## src/rtl/imem_loader_arb.sv

```systemverilog
// IMEM port-A write arbiter: CPU stores pass straight through, a byte-stream loader packs
// little-endian words and writes them when the port is free. Optional macro: IMEM_LOADER_CKSUM_EN.
module imem_loader_arb #(
    parameter int unsigned ADDR_WIDTH = 14,
    parameter int unsigned XLEN       = 32
) (
    input  logic                  clk,
    input  logic                  rst,
    input  logic [3:0]            cpu_we,
    input  logic [ADDR_WIDTH-1:0] cpu_addr,
    input  logic [XLEN-1:0]       cpu_din,
    input  logic                  ld_start,
    input  logic [ADDR_WIDTH-1:0] ld_base,
    input  logic [ADDR_WIDTH:0]   ld_len,
    input  logic                  ld_byte_valid,
    input  logic [7:0]            ld_byte,
    output logic                  ld_byte_ready,
    output logic                  ld_busy,
    output logic                  ld_done,
    output logic [XLEN-1:0]       ld_checksum,
    output logic [ADDR_WIDTH-1:0] imem_adra,
    output logic [XLEN-1:0]       imem_dina,
    output logic [3:0]            imem_wea
);

    localparam int unsigned CNT_W = ADDR_WIDTH + 1;

    typedef enum logic [1:0] {
        IDLE  = 2'd0,
        FILL  = 2'd1,
        WRITE = 2'd2
    } state_e;

    state_e                  state_q;
    logic [ADDR_WIDTH-1:0]   addr_q;
    logic [CNT_W-1:0]        cnt_q;
    logic [1:0]              idx_q;
    logic [XLEN-1:0]         buf_q;
    logic                    rdy_q;
    logic                    busy_q;
    logic                    done_q;

    logic                    cpu_act_c;

    assign cpu_act_c = (cpu_we != 4'b0000);

    // Loader FSM; a CPU store in WRITE simply holds every register.
    always_ff @(posedge clk) begin
        if (rst) begin
            state_q <= IDLE;
            addr_q  <= '0;
            cnt_q   <= '0;
            idx_q   <= '0;
            buf_q   <= '0;
            rdy_q   <= 1'b0;
            busy_q  <= 1'b0;
            done_q  <= 1'b0;
        end else begin
            done_q <= 1'b0;
            case (state_q)
                IDLE: begin
                    if (ld_start) begin
                        addr_q <= ld_base;
                        cnt_q  <= ld_len;
                        idx_q  <= '0;
                        if (ld_len == '0) begin
                            done_q <= 1'b1;
                        end else begin
                            state_q <= FILL;
                            rdy_q   <= 1'b1;
                            busy_q  <= 1'b1;
                        end
                    end
                end
                FILL: begin
                    if (ld_byte_valid) begin
                        buf_q[{idx_q, 3'b000} +: 8] <= ld_byte;
                        idx_q <= idx_q + 2'd1;
                        if (idx_q == 2'd3) begin
                            state_q <= WRITE;
                            rdy_q   <= 1'b0;
                        end
                    end
                end
                WRITE: begin
                    if (!cpu_act_c) begin
                        addr_q <= addr_q + ADDR_WIDTH'(1);
                        cnt_q  <= cnt_q - CNT_W'(1);
                        if (cnt_q == CNT_W'(1)) begin
                            state_q <= IDLE;
                            busy_q  <= 1'b0;
                            done_q  <= 1'b1;
                        end else begin
                            state_q <= FILL;
                            rdy_q   <= 1'b1;
                        end
                    end
                end
                default: begin
                    state_q <= IDLE;
                    rdy_q   <= 1'b0;
                    busy_q  <= 1'b0;
                end
            endcase
        end
    end

`ifdef IMEM_LOADER_CKSUM_EN
    logic [XLEN-1:0] cksum_q;

    // Word sum of the current load, cleared by every accepted start.
    always_ff @(posedge clk) begin
        if (rst) begin
            cksum_q <= '0;
        end else if (state_q == IDLE && ld_start) begin
            cksum_q <= '0;
        end else if (state_q == WRITE && !cpu_act_c) begin
            cksum_q <= cksum_q + buf_q;
        end
    end

    assign ld_checksum = cksum_q;
`else
    assign ld_checksum = '0;
`endif

    // Port A mux: CPU always wins, loader writes only from WRITE.
    always_comb begin
        imem_adra = addr_q;
        imem_dina = buf_q;
        imem_wea  = 4'b0000;
        if (cpu_act_c) begin
            imem_adra = cpu_addr;
            imem_dina = cpu_din;
            imem_wea  = cpu_we;
        end else if (state_q == WRITE) begin
            imem_wea = 4'b1111;
        end
    end

    assign ld_byte_ready = rdy_q;
    assign ld_busy       = busy_q;
    assign ld_done       = done_q;

endmodule

```

## config.mk

```make
export PLATFORM = sky130hd
export DESIGN_NAME = imem_loader_arb
export DESIGN_NICKNAME = d
export VERILOG_FILES = /design/src/rtl/imem_loader_arb.sv
export SDC_FILE = /design/constraint.sdc
export NUM_CORES = 1
export LEC_CHECK = 0
export BUFFER_PORTS_ARGS = -buffer_cell sky130_fd_sc_hd__buf_4
export CAP_MARGIN = 5
export CORE_MARGIN = 2
export CORE_UTILIZATION = 53
export DETAILED_ROUTE_END_ITERATION = 7
export GPL_ROUTABILITY_DRIVEN = 0
export PLACE_DENSITY = 0.95
export SYNTH_ARGS = -nofsm -noshare
export SYNTH_HDL_FRONTEND = slang
export SYNTH_SLANG_ARGS = --single-unit
export TNS_END_PERCENT = 100
```

## constraint.sdc

```tcl
create_clock -name clk -period 5.6 [get_ports clk]
set_input_delay 0.28 -clock clk [delete_from_list [all_inputs] [get_ports clk]]
set_output_delay 0.28 -clock clk [all_outputs]
set_load 0.01 [all_outputs]
```

==> results.md <==
- CTS tree: built
- Root buffer cell: clkbuf_8
- Worst setup margin: 2.99 ns
- Nets: ~850
- Clock share of power: 33.1%
- Synth warn: 0
- Crit Path Max Fanout: 51
- Tcrit/Tclk final: between 40% and 50%
- Cell row count: 32
- Critical path type: input pin to flop
- Max Cap Violations: 0
- Clk buf depth: 2
- Most frequent cells in the layout: nand2_1, buf_4, dfxtp_1
- IO Count: approximately 180
- H-tree depth: 3
- Minimum clock period: 2.61 ns
- Worst min-delay path category: input pin to flop
- Register share of total power: between 40% and 50%
- Net Sw Frac: 30.2%
- Int Pwr: 0.813 mW
- Rel. slew slack: between 30% and 40%
- Fin Hold WS: 0.207 ns
- Via density: 5.78
- Remaining global-route overflow: 0
- Post-Route Setup TNS: 0 ns
- Post-synthesis cell count: 625
- Vias in the first global route: 4539
- PD cells: 216 mW/mm2
- LEAKAGE: roughly 2.4 nW
- Post-synth EDFFs: 0
- Inserted Diodes: 0
- Dpl hpwl: approximately 9000 um
- Top_reg_cell synth: dfxtp_1
- Residual DRC: 0
- Dpl ws: between 2 and 3 ns
- Largest net degree at the start of global routing: 66
- CP arrival: 2.81 ns
- Psw: 0.351 mW
- Drt initial violations: 348
- Slew Viols, Final: 0
- Post-CTS Setup Bufs: 0
- RSZ-0062 raised after global routing: false
- DR pass1 iterations: 5
- Mapped Area: 0.00425 mm2
- CORE AREA: 0.00777 mm2
- Most common cell after layout, fill and taps aside: nand2_1
- Area grow syn2layout: 27.1%
- Nature of the critical path startpoint: input pin
- CTS buffer count: 9
- Worst-Margin Slew: 0.911 ns
- Sequential fraction of the synthesis area: 32.0%
- Hold Vio Cnt, Final: 0
- Starting Density: 54.7%
- Worst EP required: 5.80 ns
- Skew final: approximately 0.008 ns
- ANT nets after route: 0
- Peak supply drop: 0.125 mV
- Hold_buf cts: 0
- F_max: 383 MHz
- Die span in y: 93.6 um
- Initial antenna violation count: 0
- Cts repair resizes: 0
- Synth unique cells: 53
- Die X: 93.6 um
- Comb pwr share: between 20% and 30%
- Yosys reg bits: 68
- Layout cell share with drive strength beyond 1: 22.9%
- Drt wl/cell: 15.0 um
- Clock Pin Slew Worst Setup and Hold Paths: 0.08 ns
- Status: complete, no violations
- Die area: 0.00875 mm2
- # clock sinks: 68
- Total GRT Usage: 28.3%
- Via count: 4928
- Setup violators final: 0
- Clk_lat worst skew: 0.34 ns
- Post-synth ARST share: 0%
- Fill cell instance count of the final layout: 645
- CP Capture Type: flop
- Routed WL: about 13000 um
- DP Area: 0.00522 mm2
- Synth Area per Inst: 6.80 um2
- First-pass GRT wire length: 20100 um
- Finished Cell Area: 0.00540 mm2
- IO Port Bufs: 143
[kinds of logic (layout without fill, tap and decap cells)]
kind of cell / after synthesis / in the layout / synth area share [%]
and+or+nand+nor: 334 / 334 / 35.0
muxes: 2 / 2 / 0.471
AOI/OAI and AO/OA: 136 / 136 / 20.0
other: 1 / 32 / 0.0882
DFF: 68 / 68 / 32.0
buffers and inverters: 76 / 171 / 10.0
adders and majority gates: 8 / 8 / 2.36
[worst max-delay path, cell delays in order]
cell      delay [ns]
buf_4           0.13
or4_2           1.11
o21ai_4         0.69
o21ai_0         0.20
a221oi_1        0.30
nor2_1          0.07
[sequential cells by signal, summed over array words and instances (netlist names)]
signal / cells
ld_byte_ready: 1
state_q: 2
ld_busy: 1
cnt_q: 15
buf_q: 32
idx_q: 2
addr_q: 14
ld_done: 1
[worst paths after layout]
kind	endpoint	slack, ns	from	cells past startpoint
setup / recovery	cnt_q[8]	2.99	cpu_we[0]	6
setup reg to reg	cnt_q[8]	3.04	state_q[1]	5
hold / removal	addr_q[0]	0.21	ld_base[0]	3
hold reg to reg	buf_q[23]	0.46	buf_q[23]	2
[cells in the mapped netlist, types with 5 or more instances]
master	n	area share, %
a21oi_1	55	6.5
a22oi_1	12	2.1
and3_1	6	0.88
buf_2	8	0.94
buf_4	33	5.8
clkbuf_1	26	2.3
dfxtp_1	68	32
ha_1	8	2.4
inv_1	7	0.62
nand2_1	192	17
nand2b_1	5	0.74
nand3_1	36	4.2
nand4_1	6	0.88
nor2_1	41	3.6
nor3_1	10	1.2
nor3b_1	8	1.4
nor4_1	11	1.6
o21ai_0	29	3.4
[power groups by stage]
stage / Clock (mW) / Sequential [mW] / Combinational (mW)
final: 0.385 / 0.524 / 0.255
after global routing: 0.405 / 0.527 / 0.276
after CTS: 0.381 / 0.523 / 0.251
after detailed placement: 0 / 0.534 / 0.249
after global placement: 0 / 0.532 / 0.240
after floorplan: 0 / 0.528 / 0.152
[stage by stage]
stage / power [mW] / utilization [%] / cells
finish: 1.16 / 69.6 / 853
global route: 1.21 / 69.6 / 853
CTS: 1.15 / 69.6 / 853
detailed placement: 0.783 / 67.1 / 837
global placement: 0.773 / 67.1 / 837
floorplan: 0.679 / - / 656
[routing by layer]
metal | up-vias | track usage, % | part of all wire, %
li1 | 2335 | - | -
met3 | 53 | 4.83 | 10
met2 | 329 | 47.1 | 47
met5 | - | 0 | 0
met1 | 2211 | 34.5 | 39
met4 | 0 | 15.9 | 3.7
[final cells by class]
type / instances / area, um2 / share of cell area [%]
Clock buffer: 12 / 165 / 3.06
Clock inverter: 4 / 22.5 / 0.417
Inverter: 7 / 26.3 / 0.486
Multi-Input combinational cell: 512 / 2590 / 47.9
Sequential cell: 68 / 1360 / 25.2
Tap cell: 102 / 128 / 2.36
Timing Repair Buffer: 148 / 1110 / 20.6
No activity file was read; power rests on OpenSTA's default activity.
